[src/rtl/rst_seq_ctrl_if.sv]
// Soft-reset handshake and sequenced reset outputs of rst_seq_ctrl.
// The master side requests soft resets and consumes the block resets.
// The slave side is the sequencer itself.
interface rst_seq_ctrl_if #(
  parameter int NUM_DOMAINS = 3
) ();
  logic                   Soft_Rst_Req;
  logic                   Soft_Rst_Ack;
  logic [NUM_DOMAINS-1:0] Domain_Rst_n;
  logic                   Rst_Done;

  modport master (
    output Soft_Rst_Req,
    input  Soft_Rst_Ack,
    input  Domain_Rst_n,
    input  Rst_Done
  );

  modport slave (
    input  Soft_Rst_Req,
    output Soft_Rst_Ack,
    output Domain_Rst_n,
    output Rst_Done
  );
endinterface

[src/rtl/rst_seq_ctrl.sv]
// Reset sequencer for the CLK domain.
// The pad reset is turned into NUM_DOMAINS active-low block resets.
// All block resets are asserted together.
// They are released one at a time in index order, with a fixed gap between releases.
// A software reset request re-runs the same hold/release sequence.
module rst_seq_ctrl #(
  parameter int NUM_DOMAINS = 3,
  parameter int NUM_Stages  = 2,
  parameter int HOLD_CYCLES = 8,
  parameter int RELEASE_GAP = 4,
  parameter int CNT_W       = 8
) (
  input  logic           CLK,
  input  logic           Async_Reset,
  rst_seq_ctrl_if.slave  bus
);

  localparam int IDX_W = (NUM_DOMAINS > 1) ? $clog2(NUM_DOMAINS) : 1;

  localparam logic [1:0] ST_HOLD    = 2'd0;
  localparam logic [1:0] ST_RELEASE = 2'd1;
  localparam logic [1:0] ST_DONE    = 2'd2;

  localparam logic [CNT_W-1:0] HOLD_LAST = CNT_W'(HOLD_CYCLES - 1);
  localparam logic [CNT_W-1:0] GAP_LAST  = CNT_W'(RELEASE_GAP - 1);
  localparam logic [IDX_W-1:0] LAST_IDX  = IDX_W'(NUM_DOMAINS - 1);

  logic [NUM_Stages-1:0]  sync_q;
  logic                   sync_rst_n;

  logic [1:0]             state_q, state_d;
  logic [CNT_W-1:0]       cnt_q,   cnt_d;
  logic [IDX_W-1:0]       idx_q,   idx_d;
  logic [NUM_DOMAINS-1:0] dom_q,   dom_d;
  logic                   done_q,  done_d;
  logic                   ack_q,   ack_d;

  // Internal reset synchronizer: the input is tied high, so the chain shifts ones in after the pad reset releases.
  always_ff @(posedge CLK or negedge Async_Reset) begin
    if (!Async_Reset) sync_q <= '0;
    else              sync_q <= {sync_q[NUM_Stages-2:0], 1'b1};
  end

  assign sync_rst_n = sync_q[NUM_Stages-1];

  // Sequencer next-state logic. Everything stays frozen until the synchronized reset releases.
  always_comb begin
    state_d = state_q;
    cnt_d   = cnt_q;
    idx_d   = idx_q;
    dom_d   = dom_q;
    done_d  = done_q;
    ack_d   = 1'b0;
    if (sync_rst_n) begin
      case (state_q)
        ST_HOLD: begin
          if (cnt_q == HOLD_LAST) begin
            state_d = ST_RELEASE;
            cnt_d   = '0;
            idx_d   = '0;
          end else begin
            cnt_d = cnt_q + 1'b1;
          end
        end
        ST_RELEASE: begin
          if (cnt_q == GAP_LAST) begin
            dom_d[idx_q] = 1'b1;
            cnt_d        = '0;
            if (idx_q == LAST_IDX) begin
              state_d = ST_DONE;
              done_d  = 1'b1;
            end else begin
              idx_d = idx_q + 1'b1;
            end
          end else begin
            cnt_d = cnt_q + 1'b1;
          end
        end
        ST_DONE: begin
          if (bus.Soft_Rst_Req) begin
            ack_d   = 1'b1;
            dom_d   = '0;
            done_d  = 1'b0;
            state_d = ST_HOLD;
            cnt_d   = '0;
          end
        end
        default: begin
          state_d = ST_HOLD;
          cnt_d   = '0;
          idx_d   = '0;
          dom_d   = '0;
          done_d  = 1'b0;
        end
      endcase
    end
  end

  // Sequencer state registers. The pad reset forces every block reset asserted at once.
  always_ff @(posedge CLK or negedge Async_Reset) begin
    if (!Async_Reset) begin
      state_q <= ST_HOLD;
      cnt_q   <= '0;
      idx_q   <= '0;
      dom_q   <= '0;
      done_q  <= 1'b0;
      ack_q   <= 1'b0;
    end else begin
      state_q <= state_d;
      cnt_q   <= cnt_d;
      idx_q   <= idx_d;
      dom_q   <= dom_d;
      done_q  <= done_d;
      ack_q   <= ack_d;
    end
  end

  assign bus.Soft_Rst_Ack = ack_q;
  assign bus.Domain_Rst_n = dom_q;
  assign bus.Rst_Done     = done_q;

endmodule

[src/flat_wrapper.sv]
// flat-port wrapper written by rule: the top's interface ports become plain ports
module rst_seq_ctrl_flat 
#(
  parameter int NUM_DOMAINS = 3,
  parameter int NUM_Stages  = 2,
  parameter int HOLD_CYCLES = 8,
  parameter int RELEASE_GAP = 4,
  parameter int CNT_W       = 8
)
  (CLK, Async_Reset, bus_Soft_Rst_Req, bus_Soft_Rst_Ack, bus_Domain_Rst_n, bus_Rst_Done);
  rst_seq_ctrl_if #(.NUM_DOMAINS(NUM_DOMAINS)) bus_i ();
  input  logic CLK;
  input  logic Async_Reset;
  input wire logic [$bits(bus_i.Soft_Rst_Req)-1:0] bus_Soft_Rst_Req;
  output wire logic [$bits(bus_i.Soft_Rst_Ack)-1:0] bus_Soft_Rst_Ack;
  output wire logic [$bits(bus_i.Domain_Rst_n)-1:0] bus_Domain_Rst_n;
  output wire logic [$bits(bus_i.Rst_Done)-1:0] bus_Rst_Done;
  assign bus_i.Soft_Rst_Req = bus_Soft_Rst_Req;
  assign bus_Soft_Rst_Ack = bus_i.Soft_Rst_Ack;
  assign bus_Domain_Rst_n = bus_i.Domain_Rst_n;
  assign bus_Rst_Done = bus_i.Rst_Done;
  rst_seq_ctrl #(.NUM_DOMAINS(NUM_DOMAINS), .NUM_Stages(NUM_Stages), .HOLD_CYCLES(HOLD_CYCLES), .RELEASE_GAP(RELEASE_GAP), .CNT_W(CNT_W)) u_core (.CLK(CLK), .Async_Reset(Async_Reset), .bus(bus_i));
endmodule
[config.mk]
export PLATFORM = sky130hd
export DESIGN_NAME = rst_seq_ctrl_flat
export DESIGN_NICKNAME = d
export VERILOG_FILES = /design/src/rtl/rst_seq_ctrl_if.sv /design/src/rtl/rst_seq_ctrl.sv /design/src/flat_wrapper.sv
export SDC_FILE = /design/constraint.sdc
export NUM_CORES = 1
export LEC_CHECK = 0
export BUFFER_PORTS_ARGS = -buffer_cell sky130_fd_sc_hd__clkbuf_2
export CELL_PAD_IN_SITES_DETAIL_PLACEMENT = 1
export CELL_PAD_IN_SITES_GLOBAL_PLACEMENT = 1
export CORE_MARGIN = 4
export CORE_UTILIZATION = 31
export DETAILED_ROUTE_END_ITERATION = 6
export PLACE_DENSITY = 0.66
export SLEW_MARGIN = 20
export SYNTH_ARGS = -nofsm -noshare
export SYNTH_HDL_FRONTEND = slang
export SYNTH_SLANG_ARGS = --single-unit
[constraint.sdc]
create_clock -name CLK -period 1.7 [get_ports CLK]
set_input_delay 0.34 -clock CLK [delete_from_list [all_inputs] [get_ports CLK]]
set_output_delay 0.34 -clock CLK [all_outputs]
set_load 0.01 [all_outputs]
== Yosys cells after proc, flatten, opt, wreduce, memory -nomap -nowiden ==
Index checks and enable logic that the tools add are counted.
Storage, ports and cells
  flip-flop bits (word level): 19
  word-level logic and storage cells: 56
  output and inout port bits: 5
  input bits: 3
Cells by class
  add/subtract/negate cells: 2
  equal/unequal tests: 10
  reduce and logical (&&, ||, !) cells: 7
  bitwise operators: 3
  muxes and demuxes: 25
  magnitude comparators: 2
Operator list (number)
  8-bit two-way mux: 3
  8-bit one-hot mux with 3 select lines: 1
  5-bit AND reduction: 3
  2-bit two-way mux: 7
  2-bit one-hot mux with 3 select lines: 2
  3-bit one-hot mux with 3 select lines: 1
  8-bit by 1-bit adder with 8-bit output (second input constant): 1
  8-bit by 2-bit == test with 1-bit output (second input constant): 1
  8-bit by 3-bit == test with 1-bit output (second input constant): 1
  1-bit two-way mux: 7
  3-bit two-way mux: 2
  2-bit by 1-bit inequality test with 1-bit output (second input constant): 3
  2-bit == test (second input constant): 2
  2-bit inequality test (second input constant): 2
  4-bit AND reduction: 1
  2-bit by 3-bit < comparator with 1-bit output (second input constant): 1
  3-bit bitwise OR: 1
  1-bit one-hot mux with 3 select lines: 1
  2-bit by 1-bit adder with 2-bit output (second input constant): 1
  1-bit demux with 2-bit select: 1
  2-bit by 1-bit == test with 1-bit output (second input constant): 1
  2-bit by 1-bit >= comparator with 1-bit output (second input constant): 1
  2-bit zero test: 1
  1-bit NOT: 2
  2 further kinds: 2

== Logic depth before layout (Yosys ltp) ==
Gate-level depths: netlist (run 1).
  word-level depth: 7
  gate-level depth with buffers: 6
  depth with buffers taken out: 6

== Worst setup path before layout (run 1) ==
No wires, ideal clock.
  path kind: register to register
  start point: register u_core.cnt_q[0]
  end point: register u_core.idx_q[0]
  data required time: 1.575 ns
  data arrival time: 1.521 ns
  path buffers: 0
  stages on the path, launching flop included: 6
  path slack: 0.055 ns
  period minus slack after synthesis: 1.645 ns
  library setup time: 0.125 ns
  cells stage by stage: dfrtp_1 ha_1 nor2b_1 a31oi_1 nor2_1 mux2_2
On the way
  longest elaborated chain between the ends: 3
  elaborated cells between the ends (all ways): 5
  those cells by class: eq/ne (4); reduce/logical (1)
Ends and longest elaborated chain
  start: declaration: RTL line rst_seq_ctrl.sv:32  | logic [CNT_W-1:0] cnt_q, cnt_d;
  start signal: assignment: RTL line rst_seq_ctrl.sv:110  | cnt_q <= cnt_d;
  8-bit by 3-bit == test with 1-bit output or 8-bit by 2-bit == test with 1-bit output (tied branches): RTL line rst_seq_ctrl.sv:57, rst_seq_ctrl.sv:66
  2-bit by 1-bit inequality test with 1-bit output (no line)
  5-bit AND reduction (no line) *
  end signal: assignment: RTL line rst_seq_ctrl.sv:111  | idx_q <= idx_d;
  end: declaration: RTL line rst_seq_ctrl.sv:33  | logic [IDX_W-1:0] idx_q, idx_d;
Mark *: on every way between the ends. The rest lies on a longest branch, timed or not.
A chain may end at the register's enable or synchronous reset.

== Worst setup path after layout (run 1) ==
  start point: register u_core.cnt_q[0]
  end point: register u_core.cnt_q[7]
On the way
  longest elaborated chain between the ends: 3
  elaborated cells between the ends (all ways): 6
  those cells by class: add/sub (1); eq/ne (2); mux (3)
Ends and longest elaborated chain
  8-bit by 1-bit adder with 8-bit output (tied with other cells): RTL line rst_seq_ctrl.sv:62, rst_seq_ctrl.sv:76
  8-bit two-way mux (on tied branches): RTL line rst_seq_ctrl.sv:66, rst_seq_ctrl.sv:57
  8-bit one-hot mux with 3 select lines *: RTL line rst_seq_ctrl.sv:55  | case (state_q)
Marked as above.

==> qor.txt, run 1 <==
reg2reg setup slack -> 0.12 ns
most crowded layer after global routing -> met2
TritonCTS Buffers -> 3
met2 Usage GRT -> 19.16%
Post-route DRC -> 0
critical path arrival -> 1.81 ns
port buffer count -> 7
Routed WL -> 2155 um
placed cells -> 150
pre-CTS setup slack -> 0.08006 ns
setup violators final -> 0
Reg2Reg Depth -> 6
die footprint -> 4197 sq um
area leader, netlist -> dfrtp_1
Period Utilization, post-route -> 92.68%
vias -> 777
synth warn -> 0
leakage -> 0.5035 nW
most frequent cell after synthesis -> dfrtp_1
FF+latch area -> 475.5 sq um
status -> completed
H-tree depth -> 1
setup TNS -> 0 ns
# diodes -> 0
Mean Syn Cell Area -> 10.10 sq um
number of global-route vias before repair -> 799
Post-Layout Cell Count -> 155
Max rail drop VDD -> 0.3231 mV
Max-cap violations -> 0
fmax -> 0.6347 GHz
Hold Path Cell Cnt -> 2
RR Endpoint -> u_core.cnt_q[7]
crit end category -> register
drt pass-1 iters -> 4
Pwr Density -> 1225 nW/um^2
Die Width -> 64.79 um
hpwl dp -> 1657 um
CTS tree -> built
Final min period -> 1.576 ns
first-pass GRT wire length -> 3684 um
Hold Crit Endpoint -> u_core.bus.Soft_Rst_Ack
CTS root buf -> clkbuf_4
clock sinks -> 19
min-delay worst type -> in2reg
Syn Nets -> 106
total power -> 1.410 mW
largest net degree at the start of global routing -> 20
CP startpoint kind -> register
Post-Syn Area -> 999.7 sq um
multi-input logic area -> 495.5 sq um
Fin. Hold Viols -> 0
Seq/Total Area, Yosys -> 47.56%
Tot GR Track Use -> 11.46%
Layout fillers -> 364
share of the synthesized area in the top cell type -> 47.56%
DR vias/cell -> 5.013
First DRT Iteration DRCs -> 24
grt total ovfl -> 0
core footprint -> 3078 sq um
Final Skew -> 0.004429 ns
Async SR Flop Fraction -> 100.0%
Final ANT Viol Nets -> 0
Top Ports -> 8
Critical Path Fanout Max -> 4
Netlist cell types -> 32
Final nets -> 119
die height -> 64.79 um
Critical Path RT -> 1.93 ns
met3 track demand over resource -> 2.080%
reg-to-reg critical path startpoint -> u_core.cnt_q[0]
count of pins over their slew limit -> 0
setup bufs post-CTS -> 0
share of cells above drive strength 1 -> 21.62%
Hold Startpoint -> bus_Soft_Rst_Req
Worst-Skew Late Latency -> 0.30 ns
EDFF count, synth -> 0
Crit Path Category -> reg2reg
M1 GR Usage -> 14.12%
#FFs+latches synth -> 19
ys flop type -> dfrtp_1
Core Rows -> 20
post-detailed-route wirelength per cell -> 13.90 um
gp weighted congestion -> 0.7597
Mapped Cells -> 99
commonest cells in the netlist -> dfrtp_1, nor2_1, a31oi_1
Final Worst Setup Slack -> 0.1244 ns
clk slew on worst S/H paths -> 0.10 ns
Max Buffers Root-to-Sink -> 2
area grow syn2layout -> 15.14%
top cells by area, synth -> dfrtp_1, ha_1, a31oi_1, xor2_1, nor2_1
initial antenna violation count -> 0
RSZ-0062 raised after global routing -> no
Initial Util -> 32.48%
==> report_power, final <==
group | switching, mW | leakage [nW] | internal [mW] | total [mW]
clock network | 0.143 | 0.0177 | 0.0878 | 0.231
logic | 0.262 | 0.252 | 0.238 | 0.500
registers | 0.134 | 0.234 | 0.545 | 0.679
==> worst max-delay path, cell delays in order, from the launching register on <==
cell     delay (ns)
dfrtp_1        0.42
ha_1           0.22
nor2b_2        0.17
buf_4          0.15
a31oi_2        0.26
o21ai_0        0.13
a31oi_1        0.17
==> metal layers <==
| layer | up-vias | wire length (um) |
|---|---|---|
| met2 | 7 | 1087 |
| met4 | 0 | 33 |
| met1 | 396 | 988 |
| li1 | 370 | - |
| met3 | 4 | 47 |
| met5 | - | 0 |
==> what timing repair did <==
| action | in CTS | in global routing |
|---|---|---|
| setup endpoints to repair | 0 | 2 |
| gates resized for setup | 0 | 2 |
| endpoints found under the hold margin | 19 | 0 |
| hold buffers | 1 | 0 |
==> layout by cell type, fill, tap and decap left out, types with 2 or more instances in the layout <==
cell type | synthesis | final
xor2_1 | 4 | 4
nand3_1 | 5 | 5
and3_4 | 2 | 2
inv_1 | 4 | 4
buf_4 | 0 | 5
clkbuf_4 | 0 | 3
clkbuf_2 | 0 | 7
nand2_1 | 5 | 5
o21a_1 | 2 | 2
o21ai_0 | 4 | 4
nand4_1 | 2 | 2
dfrtp_1 | 19 | 19
nand2b_1 | 3 | 3
ha_1 | 4 | 4
a21oi_1 | 5 | 5
nor2_1 | 9 | 9
a31oi_1 | 7 | 6
mux2_2 | 2 | 2
and3_1 | 2 | 2
==> cells by family (layout without fill, tap and decap cells) <==
group | count (synthesis) | in the layout | synth area share [%]
and+or+nand+nor | 36 | 36 | 21.78
AOI/OAI and AO/OA | 22 | 22 | 13.64
DFF | 19 | 19 | 47.56
buffers and inverters | 9 | 21 | 3.754
adders and majority gates | 4 | 4 | 5.006
xor gates and xnor gates | 4 | 4 | 3.504
muxes | 4 | 4 | 4.380
other | 1 | 1 | 0.3751
==> per-stage QoR <==
step	cell area [sq um]	hold slack, ns	utilization (%)
floorplan	999.7	0.04441	-
global placement	1105	0.3166	35.89
detailed placement	1105	0.3267	35.89
CTS	1142	0.3100	37.11
global route	1151	0.3076	37.40
finish	1151	0.3225	37.40
==> state kept, by name (all words and copies together) (netlist names) <==
| name | flops |
|---|---|
| u_core.state_q | 2 |
| u_core.idx_q | 2 |
| u_core.bus.Rst_Done | 1 |
| u_core.bus.Soft_Rst_Ack | 1 |
| u_core.cnt_q | 8 |
| u_core.bus.Domain_Rst_n | 3 |
| u_core.sync_q | 2 |
==> area by class of cell <==
class / instances / area share [%]
flip-flops and latches: 19 / 41.30
inverters: 4 / 1.304
clock inverters: 1 / 0.4348
repair buffers: 13 / 7.174
multi-input cells: 71 / 43.04
clock buffers: 3 / 1.957
well taps: 44 / 4.783
==> worst max path at each step <==
stage / to / from / cells past startpoint / slack, ns
floorplan: u_core.idx_q[0] / u_core.cnt_q[0] / 5 / 0.05
global placement: u_core.cnt_q[7] / u_core.cnt_q[0] / 6 / 0.15
detailed placement: u_core.cnt_q[7] / u_core.cnt_q[0] / 6 / 0.08
CTS: u_core.cnt_q[7] / u_core.cnt_q[0] / 6 / 0.04
global route: u_core.cnt_q[6] / u_core.state_q[1] / 4 / 0.003
finish: u_core.cnt_q[7] / u_core.cnt_q[0] / 6 / 0.12
No activity file was read; power rests on OpenSTA's default activity.
==> run 2, diff against run 1 <==
--- a/config.mk
+++ b/config.mk
@@ -8,7 +8,6 @@
 export BUFFER_PORTS_ARGS = -buffer_cell sky130_fd_sc_hd__clkbuf_2
 export CELL_PAD_IN_SITES_DETAIL_PLACEMENT = 1
 export CELL_PAD_IN_SITES_GLOBAL_PLACEMENT = 1
-export CORE_MARGIN = 4
 export CORE_UTILIZATION = 31
 export DETAILED_ROUTE_END_ITERATION = 6
 export PLACE_DENSITY = 0.66
==> run 2 against run 1 <==
Compared with the run above:
- fmax down 0.90%
- worst setup slack lost 0.014 ns
- power fell by 0.20%
- wire length decreased by 0.97%
- largest power group unchanged
- sequential power is 2% lower
- global-route usage is 2.4 points higher
==> qor.txt, run 2 (synthesized netlist as in run 1, its figures left out) <==
Max Buffers Root-to-Sink -> 2 (unchanged)
Crit Path Category -> reg2reg
grt total ovfl -> 0 (unchanged)
Cell Chain, Critical Path -> inv_1, ha_1, nor2_1, a31oi_1, nor2_1, mux2_2
critical path arrival -> 1.78 ns (-0.03 ns)
hpwl dp -> 1606 um (-3.1%)
Slowest cell on crit path -> dfrtp_1
Clock power frac -> 16.5% (about the same)
Final Skew -> 0.002034 ns (-0.002395 ns)
H-tree depth -> 1 (unchanged)
switching share of power -> 38.00% (-0.24 points)
fmax -> 0.6290 GHz (-0.90%)
RR Endpoint -> u_core.idx_q[0]
min-delay worst type -> in2reg
clock sinks -> 19 (unchanged)
Placed Area -> 1105 sq um (unchanged)
Worst path max stage delay -> 0.41 ns (about the same)
die height -> 58.79 um (-9.3%)
initial antenna violation count -> 0 (unchanged)
Critical Path RT -> 1.89 ns (-0.04 ns)
gp weighted congestion -> 0.7593 (about the same)
Post-Layout Cell Count -> 155 (unchanged)
most used cell, CP -> nor2_1
Worst-Skew Late Latency -> 0.29 ns (about the same)
status -> completed
first-pass GRT wire length -> 3532 um (-4.1%)
leakage -> 0.5004 nW (-0.61%)
Core Util, Final -> 37.58% (+0.18 points)
Finished Cell Area -> 1147 sq um (-0.33%)
CTS root buf -> clkbuf_4
Final min period -> 1.590 ns (+0.01435 ns)
Core Rows -> 20 (unchanged)
switching power -> 0.5348 mW (-0.83%)
Hold Path Cell Cnt -> 2 (unchanged)
DR vias/cell -> 4.877 (-2.7%)
Most flops, register -> u_core.cnt_q
crit end category -> register
setup violators final -> 0 (unchanged)
Post-route DRC -> 0 (unchanged)
area grow syn2layout -> 14.77%
Top Ports -> 8 (unchanged)
Initial Util -> 32.75% (+0.27 points)
core footprint -> 3053 sq um (-0.81%)
First DRT Iteration DRCs -> 15 (-38%)
Die Width -> 58.79 um (-9.3%)
Comb pwr share -> 36.0% (+0.5 points)
Max-cap violations -> 0 (unchanged)
Period Utilization, post-route -> 93.53% (+0.84 points)
setup TNS -> 0 ns (unchanged)
Critical Path Fanout Max -> 3 (-1)
Hold Startpoint -> bus_Soft_Rst_Req
commonest non-fill, non-tap cell in the layout -> dfrtp_1
count of pins over their slew limit -> 0 (unchanged)
Bufs and invs on worst path -> 1 (unchanged)
drt pass-1 iters -> 3 (-1)
Crit. Startpoint -> u_core.idx_q[0]
Reg2Reg Depth -> 6 (unchanged)
die footprint -> 3456 sq um (-18%)
reg-to-reg critical path startpoint -> u_core.idx_q[0]
CTS tree -> built
Final nets -> 119 (unchanged)
commonest cells after routing, fill and taps aside -> dfrtp_1, nor2_1, clkbuf_2
Routed WL -> 2134 um (-0.97%)
share of cells above drive strength 1 -> 19.82% (-1.8 points)
Hold Crit Endpoint -> u_core.bus.Soft_Rst_Ack
Fin. Hold Viols -> 0 (unchanged)
flip-flop count of the largest register after layout -> 8 (unchanged)
reg2reg setup slack -> 0.11 ns (about the same)
number of global-route vias before repair -> 770 (-3.6%)
# diodes -> 0 (unchanged)
port buffer count -> 7 (unchanged)
vias -> 756 (-2.7%)
Final ANT Viol Nets -> 0 (unchanged)
Max rail drop VDD -> 0.4475 mV (+39%)
Pint -> 0.8727 mW (+0.19%)
Seq pwr share -> 47.5% (-0.7 points)
placed cells -> 150 (unchanged)
TritonCTS Buffers -> 3 (unchanged)
largest net degree at the start of global routing -> 20 (unchanged)
Layout fillers -> 356 (-2.2%)
Top delay family on crit path -> flip-flops
RSZ-0062 raised after global routing -> no
Tot GR Track Use -> 13.88% (+2.4 points)
CP startpoint kind -> register
setup bufs post-CTS -> 0 (unchanged)
clk slew on worst S/H paths -> 0.11 ns (about the same)
Pwr Density -> 1227 nW/um^2 (+0.13%)
post-detailed-route wirelength per cell -> 13.77 um (-0.97%)
-- run 2: cell count changes in the layout (fill, tap and decap cells not counted), sizes merged --
cell / previous run / this run
clkbuf: 10 / 11
clkinv: 1 / 0
-- run 2: power by group through the flow --
stage | combinational (mW) | clock [mW] | sequential (mW)
4_1_cts | 0.499 | 0.243 | 0.669
2_1_floorplan | 0.384 | 0 | 0.618
3_5_place_dp | 0.494 | 0 | 0.678
3_3_place_gp | 0.474 | 0 | 0.671
6_report | 0.507 | 0.232 | 0.668
5_1_grt | 0.573 | 0.256 | 0.685
-- run 2: worst max-delay path by stage --
stage                           end  depth (start not counted)
detailed placement  u_core.cnt_q[7]                          6
finish              u_core.idx_q[0]                          6
CTS                 u_core.cnt_q[7]                          6
global route        u_core.idx_q[0]                          5
global placement    u_core.cnt_q[7]                          6
floorplan           u_core.idx_q[0]                          5
-- run 2: cell type report --
class / count / area, sq um / area share (%)
Multi-Input combinational cell: 71 / 493.0 / 42.97
Sequential cell: 19 / 475.5 / 41.44
Timing Repair Buffer: 13 / 82.58 / 7.197
Tap cell: 44 / 55.05 / 4.798
Clock buffer: 4 / 26.28 / 2.290
Inverter: 4 / 15.01 / 1.309
-- run 2: per-layer routing --
metal	track usage (%)	routed length, um	vias up
met2	23.05	1043	8
met3	2.637	53	2
met4	4.082	15	0
met5	0	0	-
met1	18.32	1021	377
li1	-	-	369
-- run 2: metrics by stage --
| stage | setup slack, ns | hold slack, ns | total power, mW |
|---|---|---|---|
| after global routing | 0.003470 | 0.3287 | 1.513 |
| after detailed placement | 0.08246 | 0.3327 | 1.173 |
| after global placement | 0.1575 | 0.3187 | 1.145 |
| after floorplan | 0.05461 | 0.04441 | 1.001 |
| after CTS | 0.07098 | 0.3269 | 1.411 |
| final | 0.1101 | 0.3292 | 1.408 |
-- run 2: what timing repair did --
item,in CTS,in global routing
resized for setup,0,1
hold buffers,1,0
endpoints found under the hold margin,9,0
endpoints found under the setup margin,0,1
-- run 2: worst register-to-register path, cell delays in order, from the launching register on --
cell and delay, ns:
dfrtp_1 0.41, inv_1 0.09, ha_1 0.24, nor2_1 0.10
a31oi_1 0.09, nor2_1 0.19, mux2_2 0.36
==> run 3, diff against run 2 <==
--- a/config.mk
+++ b/config.mk
@@ -5,12 +5,13 @@
 export SDC_FILE = /design/constraint.sdc
 export NUM_CORES = 1
 export LEC_CHECK = 0
+export ABC_AREA = 1
 export BUFFER_PORTS_ARGS = -buffer_cell sky130_fd_sc_hd__clkbuf_2
 export CELL_PAD_IN_SITES_DETAIL_PLACEMENT = 1
 export CELL_PAD_IN_SITES_GLOBAL_PLACEMENT = 1
 export CORE_UTILIZATION = 31
 export DETAILED_ROUTE_END_ITERATION = 6
-export PLACE_DENSITY = 0.66
+export PLACE_DENSITY = 0.69
 export SLEW_MARGIN = 20
 export SYNTH_ARGS = -nofsm -noshare
 export SYNTH_HDL_FRONTEND = slang
==> run 3 against run 2 <==
Compared with the run above:
- utilization decreased by 1.6 points
- synthesized cell count grew 48%
- area after synthesis grew 9.8%
- clock power hardly changed
- first-iteration DRC count rose by 80%
- largest power group unchanged
- via count up 23%
- sequential share of layout area decreased by 2.2 points
- register-to-register slack improved by 0.09 ns
- power is 4.1% lower
==> qor.txt, run 3 <==
status -> completed
Post-Syn Area -> 1097 sq um (+9.8%)
setup TNS -> 0 ns (unchanged)
RR Endpoint -> u_core.cnt_q[4]
Netlist cell types -> 20 (-38%)
reg2reg setup slack -> 0.20 ns (+0.09 ns)
Compound-Gate Fraction of Synth Area -> 2.965% (-11 points)
area grow syn2layout -> 10.38%
reg-to-reg critical path startpoint -> u_core.cnt_q[0]
grt total ovfl -> 0 (unchanged)
DR vias/cell -> 4.554 (-6.6%)
commonest cells in the netlist -> nand2_1, nor2_1, dfrtp_1
Fin. Hold Viols -> 0 (unchanged)
Bufs and invs on worst path -> 0 (-1)
Core Rows -> 21 (+5.0%)
M1 GR Usage -> 20.52% (+2.2 points)
Crit. Startpoint -> u_core.cnt_q[0]
Slowest cell on crit path -> dfrtp_1
Final min period -> 1.503 ns (-0.08694 ns)
Top delay family on crit path -> simple AND/OR/NAND/NOR gates
RSZ-0062 raised after global routing -> no
synth warn -> 0 (unchanged)
#FFs+latches synth -> 19 (unchanged)
Period Utilization, post-route -> 88.41% (-5.1 points)
Worst path max stage delay -> 0.39 ns (-0.02 ns)
most frequent cell after synthesis -> nand2_1
setup bufs post-CTS -> 0 (unchanged)
clock sinks -> 19 (unchanged)
Final nets -> 166 (+39%)
die height -> 61.50 um (+4.6%)
area leader, netlist -> dfrtp_1
H-tree depth -> 1 (unchanged)
Initial Util -> 32.63% (-0.12 points)
number of global-route vias before repair -> 902 (+17%)
mux share of post-synthesis cell area -> 0% (-4.4 points)
top cells by area, synth -> dfrtp_1, nand2_1, nor2_1, nand3_1, inv_1
Max rail drop VDD -> 0.3564 mV (-20%)
count of pins over their slew limit -> 0 (unchanged)
Finished Cell Area -> 1211 sq um (+5.6%)
Async SR Flop Fraction -> 100.0% (unchanged)
Hold Path Cell Cnt -> 3 (+1)
Critical Path RT -> 1.90 ns (about the same)
Tot GR Track Use -> 14.50% (+0.62 points)
CTS root buf -> clkbuf_4
Cell Chain, Critical Path -> ha_1, nand3_1, o21ai_4, nand2_1, nor2_2, nor2_1
ys flop type -> dfrtp_1
Hold WS -> 0.3386 ns (+0.009342 ns)
drt pass-1 iters -> 4 (+1)
core footprint -> 3363 sq um (+10%)
EDFF count, synth -> 0 (unchanged)
Adder-Cell Fraction of Synth Area -> 4.561% (-0.45 points)
first-pass GRT wire length -> 3981 um (+13%)
critical path arrival -> 1.70 ns (-0.08 ns)
Top Ports -> 8 (unchanged)
Mapped Cells -> 147 (+48%)
largest family of logic cells by synthesized area -> simple AND/OR/NAND/NOR gates
Most flops, register -> u_core.cnt_q
Final Skew -> 0.002563 ns (+0.0005286 ns)
Routed WL -> 2360 um (+11%)
setup violators final -> 0 (unchanged)
die footprint -> 3782 sq um (+9.4%)
flip-flop count of the largest register after layout -> 8 (unchanged)
Synth Area in Simple Gates -> 39.79% (+18 points)
met3 track demand over resource -> 1.891% (-0.75 points)
First DRT Iteration DRCs -> 27 (+12)
Critical Path Fanout Max -> 7 (+4)
vias -> 929 (+23%)
Seq/Total Area, Yosys -> 43.33% (-4.2 points)
CTS tree -> built
share of cells above drive strength 1 -> 13.29% (-6.5 points)
Final ANT Viol Nets -> 0 (unchanged)
CP startpoint kind -> register
Reg2Reg Depth -> 6 (unchanged)
met2 Usage GRT -> 22.27% (-0.78 points)
port buffer count -> 7 (unchanged)
Worst-Skew Late Latency -> 0.30 ns (about the same)
Pwr Density -> 1115 nW/um^2 (-9.1%)
crit end category -> register
critical path depth -> 6 (unchanged)
Die Width -> 61.50 um (+4.6%)
gp weighted congestion -> 0.7806 (+2.8%)
clk slew on worst S/H paths -> 0.11 ns (about the same)
post-detailed-route wirelength per cell -> 11.57 um (-16%)
most crowded layer after global routing -> met2
fmax -> 0.6653 GHz (+5.8%)
Max Buffers Root-to-Sink -> 2 (unchanged)
initial antenna violation count -> 0 (unchanged)
leakage -> 0.6309 nW (+26%)
Post-route DRC -> 0 (unchanged)
commonest cells after routing, fill and taps aside -> nand2_1, nor2_1, dfrtp_1
Placed Area -> 1175 sq um (+6.3%)
# diodes -> 0 (unchanged)
Crit Path Category -> reg2reg
largest net degree at the start of global routing -> 20 (unchanged)
commonest non-fill, non-tap cell in the layout -> nand2_1
TritonCTS Buffers -> 3 (unchanged)
hpwl dp -> 1803 um (+12%)
Syn Nets -> 154 (+45%)
Synth Area in XOR/XNOR -> 0.7982% (-2.7 points)
Max-cap violations -> 0 (unchanged)
min-delay worst type -> in2reg
Mean Syn Cell Area -> 7.465 sq um (-26%)
share of the synthesized area in the top cell type -> 43.33% (-4.2 points)
end of the critical path -> u_core.cnt_q[4]
## run 3: final cells by class
type                    instances  area, sq um
clock buffers                   4        26.28
fillers                       450         2152
inverters                      18        67.56
multi-input cells             108        531.8
flip-flops and latches         19        475.5
well taps                      46        57.56
repair buffers                  9        52.55
## run 3: worst min path at each step
stage	from	to
floorplan	Async_Reset	u_core.bus.Domain_Rst_n[0]
global placement	Async_Reset	u_core.bus.Domain_Rst_n[1]
detailed placement	Async_Reset	u_core.bus.Domain_Rst_n[1]
CTS	bus_Soft_Rst_Req	u_core.bus.Soft_Rst_Ack
global route	bus_Soft_Rst_Req	u_core.bus.Soft_Rst_Ack
finish	bus_Soft_Rst_Req	u_core.bus.Soft_Rst_Ack
## run 3: tightest hold or removal path, stage by stage
cell and delay, ns:
clkbuf_2 0.09, nand2_1 0.11, nor2_1 0.07
## run 3: per-layer routing
metal  vias up  wire, um
li1        478         -
met1       440      1232
met2         7      1061
met3         4        41
met4         0        25
met5         -         0
## run 3: repair_timing
item | CTS | global route
hold buffers | 1 | 0
gates resized for setup | 0 | 0
hold endpoints to repair | 19 | 0
## run 3: cell families (layout without fill, tap and decap cells)
| kind of cell | Yosys count | after routing |
|---|---|---|
| AO/OA/AOI/OAI | 3 | 3 |
| XOR/XNOR | 1 | 1 |
| adder cells (fa/ha/maj) | 4 | 4 |
| buffers and inverters | 20 | 31 |
| flip-flops | 19 | 19 |
| other | 1 | 1 |
| AND/OR/NAND/NOR | 99 | 99 |
## run 3: power by group
group	internal, mW	total, mW	switching, mW
combinational	0.165	0.474	0.309
clock	0.0914	0.234	0.143
sequential	0.551	0.642	0.0915
total	0.807	1.35	0.544
## run 3: through the flow
| step | std cells | worst slack, ns | utilization, % | power, mW |
|---|---|---|---|---|
| after floorplan | 147 | 0.3935 | - | 1.011 |
| after global placement | 199 | 0.2882 | 34.93 | 1.108 |
| after detailed placement | 199 | 0.2124 | 34.93 | 1.134 |
| after CTS | 204 | 0.2032 | 36.01 | 1.373 |
| after global routing | 204 | 0.06437 | 36.01 | 1.476 |
| final | 204 | 0.1970 | 36.01 | 1.350 |
